===== src/rtl/alu_pkg.sv =====
// Shared types for the UART-ALU datapath: ALU opcodes, command header codes
// and the command parser state encoding.
package alu_pkg;

  typedef enum logic [1:0] {
    OP_NOP = 2'd0,
    OP_ADD = 2'd1,
    OP_MUL = 2'd2,
    OP_DIV = 2'd3
  } opcode_e;

  localparam logic [15:0] PACKET_LEN  = 16'd12;
  localparam logic [7:0]  OP_ADD_BYTE = 8'h10;
  localparam logic [7:0]  OP_MUL_BYTE = 8'h11;
  localparam logic [7:0]  OP_DIV_BYTE = 8'h12;

  typedef enum logic [2:0] {
    ST_OPCODE    = 3'd0,
    ST_RESERVED  = 3'd1,
    ST_LEN_LO    = 3'd2,
    ST_LEN_HI    = 3'd3,
    ST_OPERAND_A = 3'd4,
    ST_OPERAND_B = 3'd5,
    ST_EMIT      = 3'd6,
    ST_SKIP      = 3'd7
  } parser_state_e;

endpackage


===== src/rtl/alu_cmd_parser.sv =====
// Frames fixed-format command packets from the UART byte stream and hands one
// opcode plus two signed operands to alu32; malformed packets are skipped by length.
//
// Handshakes: a byte moves on rx_valid_i && rx_ready_o at posedge, a command
// moves on valid_o && ready_i at posedge; valid_o never drops without ready_i.
module alu_cmd_parser
  import alu_pkg::*;
#(
  parameter logic [15:0] PacketLen = PACKET_LEN,
  parameter logic [7:0]  OpAddByte = OP_ADD_BYTE,
  parameter logic [7:0]  OpMulByte = OP_MUL_BYTE,
  parameter logic [7:0]  OpDivByte = OP_DIV_BYTE
) (
  input  logic          clk_i,
  input  logic          reset_i,
  input  logic [7:0]    rx_data_i,
  input  logic          rx_valid_i,
  output logic          rx_ready_o,
  output logic          valid_o,
  input  logic          ready_i,
  output logic [1:0]    opcode_o,
  output logic [31:0]   operand_a_o,
  output logic [31:0]   operand_b_o,
  output logic          err_o,
  output parser_state_e state_o
);

  parser_state_e state;
  opcode_e       op_q;
  logic          bad_op;
  logic [7:0]    len_lo;
  logic [15:0]   skip_cnt;
  logic [1:0]    idx;
  logic [31:0]   a_q;
  logic [31:0]   b_q;
  logic [15:0]   len_word;

  assign len_word   = {rx_data_i, len_lo};
  assign rx_ready_o = (state != ST_EMIT);
  assign state_o    = state;

  always_ff @(posedge clk_i) begin
    if (reset_i) begin
      state       <= ST_OPCODE;
      valid_o     <= 1'b0;
      err_o       <= 1'b0;
      opcode_o    <= OP_NOP;
      operand_a_o <= '0;
      operand_b_o <= '0;
      op_q        <= OP_NOP;
      bad_op      <= 1'b0;
      len_lo      <= '0;
      skip_cnt    <= '0;
      idx         <= '0;
      a_q         <= '0;
      b_q         <= '0;
    end else begin
      err_o <= 1'b0;
      if (state == ST_EMIT) begin
        if (ready_i) begin
          valid_o <= 1'b0;
          state   <= ST_OPCODE;
        end
      end else if (rx_valid_i) begin
        case (state)
          ST_OPCODE: begin
            bad_op <= 1'b0;
            if (rx_data_i == OpAddByte)      op_q <= OP_ADD;
            else if (rx_data_i == OpMulByte) op_q <= OP_MUL;
            else if (rx_data_i == OpDivByte) op_q <= OP_DIV;
            else begin
              op_q   <= OP_NOP;
              bad_op <= 1'b1;
            end
            state <= ST_RESERVED;
          end
          ST_RESERVED: state <= ST_LEN_LO;
          ST_LEN_LO: begin
            len_lo <= rx_data_i;
            state  <= ST_LEN_HI;
          end
          ST_LEN_HI: begin
            if (!bad_op && len_word == PacketLen) begin
              idx   <= '0;
              state <= ST_OPERAND_A;
            end else begin
              err_o <= 1'b1;
              // The header is already consumed, so only len-4 body bytes remain.
              if (len_word > 16'd4) begin
                skip_cnt <= len_word - 16'd4;
                state    <= ST_SKIP;
              end else begin
                state <= ST_OPCODE;
              end
            end
          end
          ST_OPERAND_A: begin
            a_q[{idx, 3'b000} +: 8] <= rx_data_i;
            idx <= idx + 2'd1;
            if (idx == 2'd3) state <= ST_OPERAND_B;
          end
          ST_OPERAND_B: begin
            b_q[{idx, 3'b000} +: 8] <= rx_data_i;
            idx <= idx + 2'd1;
            // Outputs load only here, so they hold between commands.
            if (idx == 2'd3) begin
              valid_o     <= 1'b1;
              opcode_o    <= op_q;
              operand_a_o <= a_q;
              operand_b_o <= {rx_data_i, b_q[23:0]};
              state       <= ST_EMIT;
            end
          end
          ST_SKIP: begin
            skip_cnt <= skip_cnt - 16'd1;
            if (skip_cnt == 16'd1) state <= ST_OPCODE;
          end
          default: state <= ST_OPCODE;
        endcase
      end
    end
  end

endmodule


===== config.mk =====
export PLATFORM = sky130hd
export DESIGN_NAME = alu_cmd_parser
export DESIGN_NICKNAME = d
export VERILOG_FILES = /design/src/rtl/alu_pkg.sv /design/src/rtl/alu_cmd_parser.sv
export SDC_FILE = /design/constraint.sdc
export NUM_CORES = 1
export LEC_CHECK = 0
export ABC_AREA = 1
export BUFFER_PORTS_ARGS = -buffer_cell sky130_fd_sc_hd__buf_4
export CORE_ASPECT_RATIO = 0.8
export CORE_MARGIN = 2
export CORE_UTILIZATION = 55
export CTS_CLUSTER_SIZE = 28
export DETAILED_ROUTE_END_ITERATION = 7
export GPL_ROUTABILITY_DRIVEN = 0
export GPL_TIMING_DRIVEN = 0
export PLACE_DENSITY = 0.87
export SLEW_MARGIN = 30
export SYNTH_ARGS = -nofsm -noshare
export SYNTH_HDL_FRONTEND = slang
export SYNTH_SLANG_ARGS = --single-unit

===== constraint.sdc =====
create_clock -name clk_i -period 5.8 [get_ports clk_i]
set_clock_uncertainty 0.2 [all_clocks]
set_input_delay 0.87 -clock clk_i [delete_from_list [all_inputs] [get_ports clk_i]]
set_output_delay 0.87 -clock clk_i [all_outputs]
set_load 0.01 [all_outputs]

==> results of run 1 <==
[through the flow]
step / cell area, µm² / std cells / hold slack [ns] / total power, µW / setup slack (ns)
finish: 8190 / 1206 / 0.256 / 2380 / 2.77
global placement: 7580 / 1174 / 0.241 / 1240 / 2.96
floorplan: 6770 / 939 / 0.230 / 1200 / 3.43
detailed placement: 7580 / 1174 / 0.250 / 1240 / 2.89
global route: 8190 / 1206 / 0.275 / 2440 / 2.54
CTS: 8190 / 1206 / 0.252 / 2370 / 2.84
[logic make-up (layout without fill, tap and decap cells)]
family / after synthesis / in the layout
simple gates: 397 / 397
compound gates: 246 / 246
flops: 156 / 156
buf+inv: 125 / 240
fa+ha+maj: 10 / 10
xor+xnor: 5 / 5
[where the power goes]
part	switching [µW]	total, µW	internal [µW]
Combinational	101	143	42.1
Sequential	8.46	1090	1080
Clock	463	1150	690
[synth_stat cells]
| master | n | area (µm²) |
|---|---|---|
| nor2_2 | 3 | 18.8 |
| o21ai_0 | 130 | 651 |
| buf_2 | 13 | 65.1 |
| nand2_4 | 2 | 22.5 |
| nand2_1 | 154 | 578 |
| buf_4 | 3 | 22.5 |
| a31oi_1 | 10 | 62.6 |
| nand4_1 | 2 | 12.5 |
| buf_1 | 1 | 3.75 |
| nand3b_1 | 2 | 15.0 |
| o21a_1 | 1 | 7.51 |
| nor4_1 | 1 | 6.26 |
| o31ai_1 | 1 | 7.51 |
| nand3_1 | 34 | 170 |
| o21ai_1 | 1 | 5.00 |
| or3_1 | 1 | 6.26 |
| nand2_2 | 6 | 37.5 |
| xor2_1 | 3 | 26.3 |
| nand3_2 | 1 | 10.0 |
| and2_1 | 1 | 6.26 |
| nor3_1 | 24 | 120 |
| nor2_4 | 1 | 11.3 |
| o211ai_1 | 1 | 7.51 |
| xnor2_1 | 2 | 17.5 |
| a21oi_2 | 1 | 8.76 |
| inv_1 | 78 | 293 |
| a211oi_1 | 6 | 45.0 |
| a211oi_2 | 4 | 50.1 |
| nor3_4 | 2 | 32.5 |
| nor2_1 | 163 | 612 |
| inv_2 | 3 | 11.3 |
| dfxtp_1 | 156 | 3120 |
| buf_6 | 2 | 22.5 |
| clkbuf_1 | 25 | 93.8 |
| a21oi_1 | 90 | 450 |
| ha_1 | 10 | 125 |
| o221ai_1 | 1 | 8.76 |
[metal layers]
layer	vias to the layer above	global-route usage [%]	wire length, µm
met2	404	45.9	8330
met5	-	0	0
li1	3275	-	-
met3	66	5.81	2140
met4	0	12.9	594
met1	3115	41.4	8580
[sequential cells by signal, indices dropped and copies added (netlist names)]
register     count
bad_op           1
state_o          3
b_q             24
valid_o          1
skip_cnt        16
a_q             32
idx              2
operand_a_o     32
operand_b_o     32
op_q             2
err_o            1
len_lo           8
opcode_o         2
[tightest hold or removal path, stage by stage (launching register included)]
cell     delay (ns)
dfxtp_1        0.29
inv_1          0.06
a21oi_1        0.06
[path summary, 6_finish.rpt]
kind | start | end | slack (ns) | cells after the start
setup / recovery | idx[0]$_SDFFE_PP0P_ | a_q[18]$_SDFFE_PP0P_ | 2.77 | 11
hold / removal | a_q[13]$_SDFFE_PP0P_ | operand_a_o[13]$_SDFFE_PP0P_ | 0.26 | 2
setup reg to reg | idx[0]$_SDFFE_PP0P_ | a_q[18]$_SDFFE_PP0P_ | 2.77 | 11
hold reg to reg | a_q[13]$_SDFFE_PP0P_ | operand_a_o[13]$_SDFFE_PP0P_ | 0.26 | 2
[final cells by class]
cell class | count | share of cell area [%]
multi-input cells | 658 | 38.2
repair buffers | 83 | 7.61
inverters | 81 | 3.71
flip-flops and latches | 156 | 38.1
plain buffers | 44 | 2.54
clock buffers | 19 | 5.41
clock inverters | 13 | 2.02
well taps | 152 | 2.32
[cell usage in the layout, fill, tap and decap left out, types with 2 or more instances in the layout]
| cell | netlist | layout |
|---|---|---|
| a211oi_1 | 6 | 6 |
| a211oi_2 | 4 | 4 |
| a21oi_1 | 90 | 90 |
| a31oi_1 | 10 | 10 |
| buf_2 | 13 | 13 |
| buf_4 | 3 | 86 |
| buf_6 | 2 | 2 |
| bufinv_16 | 0 | 3 |
| clkbuf_1 | 25 | 26 |
| clkbuf_16 | 0 | 17 |
| clkinv_2 | 0 | 2 |
| clkinv_4 | 0 | 2 |
| clkinvlp_4 | 0 | 4 |
| dfxtp_1 | 156 | 156 |
| ha_1 | 10 | 10 |
| inv_1 | 78 | 78 |
| inv_2 | 3 | 3 |
| inv_6 | 0 | 2 |
| nand2_1 | 154 | 154 |
| nand2_2 | 6 | 6 |
| nand2_4 | 2 | 2 |
| nand3_1 | 34 | 34 |
| nand3b_1 | 2 | 2 |
| nand4_1 | 2 | 2 |
| nor2_1 | 163 | 163 |
| nor2_2 | 3 | 3 |
| nor3_1 | 24 | 24 |
| nor3_4 | 2 | 2 |
| o21ai_0 | 130 | 130 |
| xnor2_1 | 2 | 2 |
| xor2_1 | 3 | 3 |
==> results.sh, run 1 <==
export IMPL_grt_usage_pct=29.8
export IMPL_yosysWarnings=0
export IMPL_final_util_pct=67.8
export IMPL_synth_mux_area_share_pct=0
export IMPL_grt_pass1_wl_mm=31.0
export IMPL_routed_wl_mm=19.6
export IMPL_fin_crit_sh_pct=52.3
export IMPL_crit_fanout=11
export IMPL_slew_headroom_pct=52.5
export IMPL_fmax_mhz=330
export IMPL_num_vias=6860
export IMPL_root_buffer="clkbuf_16"
export IMPL_drc_errors=0
export IMPL_regArea_um2=3120
export IMPL_cp_required_ns=5.92
export IMPL_clk_latency_ns=0.43
export IMPL_cts_sinks=156
export IMPL_synth_area_um2=6770
export IMPL_antenna_found_initial=0
export IMPL_crit_family="buffers and inverters"
export IMPL_fp_dieW_um=128
export IMPL_n_antenna_cell=0
export IMPL_multi_input_area_um2=3130
export IMPL_grt_pass1_vias=6304
export IMPL_final_min_clock_period_ns=3.03
export IMPL_nets=1063
export IMPL_path_buf_inv=6
export IMPL_drive_above_1_share_pct=14.7
export IMPL_initial_core_util_pct=56.1
export IMPL_hold_viol=0
export IMPL_grt_max_degree=17
export IMPL_rows=36
export IMPL_syn_num_nets=961
export IMPL_drv_slew=0
export IMPL_first_pass_iters=6
export IMPL_cts_inserted_buffers=17
export IMPL_worst_pin_slew_ns=0.713
export IMPL_cap_violations=0
export IMPL_drt_initial_drc_count=806
export IMPL_overflow=0
export IMPL_dp_hpwl_mm=13.4
export IMPL_slowest_stage="dfxtp_1"
export IMPL_avgSynthCellArea_um2=7.21
export IMPL_ctsHoldBuffers=0
export IMPL_synth_xor_area_share_pct=0.647
export IMPL_rsz0062_at_grt="no"
export IMPL_crit_chain="clkbuf_1 > inv_1 > clkbuf_1 > ha_1 > inv_1 > nor2_1 > inv_1 > clkbuf_1 > nor3_1 > o21ai_0 > a21oi_1"
export IMPL_port_buffers=83
export IMPL_vdd_ir_drop_max_v=0.000185
export IMPL_hold_class="flop to flop"
export IMPL_wl_per_cell_um=16.3
export IMPL_core_area_um2=12100
export IMPL_cp_end_kind="flop"
export IMPL_startpoint_type="flop"
export IMPL_htree_levels=4
export IMPL_clock_path_buffers=2
export IMPL_setup_viol=0
export IMPL_die_height_um=103
export IMPL_route_antenna_remaining_nets=0
export IMPL_cts_repair_resized=0
export IMPL_ios=84
export IMPL_clkSlewWorstSetupHoldPaths_ns=0.06
export IMPL_synth_simple_area_share_pct=24.5
export IMPL_dieArea_um2=13200
export IMPL_crit_arrival_ns=3.15
export IMPL_ys_seq_area_share_pct=46.2
export IMPL_leakage_uw=0.00366
export IMPL_vias_per_cell=5.69
export IMPL_cts_tree="done"
export IMPL_cpPeakStageDelay_ns=0.40
export IMPL_setup_tns_final_ns=0
export IMPL_p_per_area_nw_per_um2=291
export IMPL_synth_compound_area_share_pct=19.3
export IMPL_post_cts_setup_buffer_count=0
export IMPL_crit_type="flop to flop"
export IMPL_ys_ff_latch=156
export IMPL_synth_cell_types=37
export IMPL_synth_fa_ha_area_share_pct=1.85
export IMPL_fill_cells=979
export IMPL_syn_to_final_growth_pct=21.0
export IMPL_status="complete, no violations"
export IMPL_syn_instance_count=939
export IMPL_synth_top_family_by_area="simple AND/OR/NAND/NOR gates"
Note: power is estimated with default switching activity, not from simulation.
==> inputs of run 2 (changes only) <==
==> constraint.sdc (replaced) <==
create_clock -name clk_i -period 2.9 [get_ports clk_i]
set_clock_uncertainty 0.2 [all_clocks]
set_input_delay 0.435 -clock clk_i [delete_from_list [all_inputs] [get_ports clk_i]]
set_output_delay 0.435 -clock clk_i [all_outputs]
set_load 0.01 [all_outputs]
==> results.sh, run 2 (synthesis gave the netlist of run 1 again) <==
export IMPL_status="complete, no violations"
export IMPL_clkSlewWorstSetupHoldPaths_ns=0.07
export IMPL_layout_commonest_cell="nor2_1"
export IMPL_cap_violations=0
export IMPL_combPwrFrac_pct=6.0
export IMPL_r2r_start="idx[0]$_SDFFE_PP0P_"
export IMPL_drt_initial_drc_count=834
export IMPL_finalPower_uw=4760
export IMPL_sw_frac_of_total_pct=23.9
export IMPL_hold_path_depth=3
export IMPL_seqPwrFrac_pct=45.7
export IMPL_wl_per_cell_um=16.2
export IMPL_crit_fanout=11
export IMPL_final_min_clock_period_ns=2.71
export IMPL_crit_arrival_ns=2.82
export IMPL_fill_cells=978
export IMPL_vdd_ir_drop_max_v=0.000365
export IMPL_cts_tree="done"
export IMPL_num_vias=6882
export IMPL_crit_chain="clkbuf_2 > inv_1 > clkbuf_2 > ha_1 > inv_1 > nor2_1 > inv_1 > clkbuf_2 > nor3_1 > o21ai_0 > a21oi_1"
export IMPL_dp_hpwl_mm=13.4
export IMPL_setup_viol=0
export IMPL_cts_inserted_buffers=17
export IMPL_htree_levels=4
export IMPL_hold_class="primary input to flop"
export IMPL_drc_errors=0
export IMPL_dieArea_um2=13200
export IMPL_grt_pass1_vias=6303
export IMPL_fp_dieW_um=128
export IMPL_grt_max_degree=17
export IMPL_drv_slew=0
export IMPL_port_buffers=83
export IMPL_layout_common_cells="nor2_1 (163), dfxtp_1 (156), nand2_1 (154), o21ai_0 (130), a21oi_1 (90)"
export IMPL_r2r_slack_ns=0.19
export IMPL_n_antenna_cell=0
export IMPL_grt_pass1_wl_mm=31.0
export IMPL_hp_start="reset_i"
export IMPL_drive_above_1_share_pct=15.1
export IMPL_cts_sinks=156
export IMPL_regArea_um2=3120
export IMPL_root_buffer="clkbuf_16"
export IMPL_hold_ws_ns=0.102
export IMPL_grt_usage_pct=29.9
export IMPL_slowest_stage="dfxtp_1"
export IMPL_startpoint_type="flop"
export IMPL_ios=84
export IMPL_reg2reg_depth=11
export IMPL_p_per_area_nw_per_um2=581
export IMPL_core_area_um2=12100
export IMPL_fin_crit_sh_pct=93.4
export IMPL_nets=1063
export IMPL_die_height_um=103
export IMPL_multi_input_area_um2=3140
export IMPL_worst_pin_slew_ns=0.689
export IMPL_top_regs="a_q x32, operand_a_o x32, operand_b_o x32"
export IMPL_cp_end_kind="flop"
export IMPL_syn_to_final_growth_pct=21.1
export IMPL_clock_path_buffers=2
export IMPL_route_antenna_remaining_nets=0
export IMPL_rows=36
export IMPL_cp_required_ns=3.01
export IMPL_first_pass_iters=5
export IMPL_crit_type="flop to flop"
export IMPL_fmax_mhz=369
export IMPL_antenna_found_initial=0
export IMPL_intPower_uw=3620
export IMPL_clk_latency_ns=0.43
export IMPL_leakage_uw=0.00367
export IMPL_slew_headroom_pct=54.1
export IMPL_worst_hold_path_endpoint="err_o$_SDFF_PP0_"
export IMPL_vias_per_cell=5.71
export IMPL_ctsHoldBuffers=0
export IMPL_clockPowerShare_pct=48.4
export IMPL_initial_core_util_pct=56.1
export IMPL_p_sw_uw=1140
export IMPL_overflow=0
export IMPL_routed_wl_mm=19.6
export IMPL_hold_viol=0
export IMPL_reg2reg_to="a_q[18]$_SDFFE_PP0P_"
export IMPL_rsz0062_at_grt="yes"
export IMPL_cpPeakStageDelay_ns=0.40
[run 2: cell count changes in the layout (fill, tap and decap cells not counted)]
cell	delta
clkbuf_1	-3
clkbuf_2	+3
nor3_1	-1
nor3_2	+1
[run 2: layer usage]
layer / global-route usage [%] / wire, µm / up-vias
met5: 0 / 0 / -
met3: 5.81 / 1960 / 54
met1: 41.4 / 8710 / 3150
met4: 12.9 / 493 / 0
met2: 46.0 / 8440 / 397
li1: - / - / 3281
[run 2: worst max path at each step]
stage | startpoint | endpoint | slack (ns) | depth (start not counted)
floorplan | idx[0]$_SDFFE_PP0P_ | a_q[13]$_SDFFE_PP0P_ | 0.53 | 11
finish | idx[0]$_SDFFE_PP0P_ | a_q[18]$_SDFFE_PP0P_ | 0.19 | 11
global placement | idx[0]$_SDFFE_PP0P_ | a_q[18]$_SDFFE_PP0P_ | 0.06 | 11
CTS | idx[0]$_SDFFE_PP0P_ | a_q[19]$_SDFFE_PP0P_ | 0.05 | 11
global route | idx[0]$_SDFFE_PP0P_ | a_q[13]$_SDFFE_PP0P_ | -0.04 | 11
detailed placement | idx[0]$_SDFFE_PP0P_ | a_q[18]$_SDFFE_PP0P_ | -0.008 | 11
[run 2: metrics by stage]
step | instance area, µm² | std cells | TNS [ns] | setup WS (ns) | utilization, %
6_report | 8200 | 1206 | 0 | 0.191 | 67.9
5_1_grt | 8200 | 1206 | -0.141 | -0.0365 | 67.9
4_1_cts | 8190 | 1206 | 0 | 0.0541 | 67.8
3_5_place_dp | 7580 | 1174 | -0.00812 | -0.00812 | 62.8
3_3_place_gp | 7580 | 1174 | 0 | 0.0557 | 62.8
2_1_floorplan | 6770 | 939 | 0 | 0.526 | -
[run 2: timing repair]
action,CTS,global route
setup endpoints to repair,7,30
gates cloned,0,0
gates resized for setup,1,5
buffers inserted,0,0
pin swaps,0,0
[run 2: power by group through the flow]
stage          combinational, µW  clock [µW]  sequential, µW
6_report                     285        2300            2170
5_1_grt                      313        2390            2170
4_1_cts                      275        2290            2170
3_5_place_dp                 270           0            2220
3_3_place_gp                 265           0            2220
2_1_floorplan                181           0            2220
[run 2: final cells by class]
cell class	instances	share of cell area (%)
clock inverters	13	2.01
inverters	81	3.71
repair buffers	83	7.60
plain buffers	44	2.58
clock buffers	19	5.40
well taps	152	2.32
flip-flops and latches	156	38.1
multi-input cells	658	38.3
[run 2: critical path: cells and delay by family (launching register included)]
family                     cells  cell delay (ns)
adders and majority gates      1             0.37
AOI/OAI and AO/OA              2             0.33
DFF                            1             0.40
and+or+nand+nor                2             0.16
buffers and inverters          6             1.13
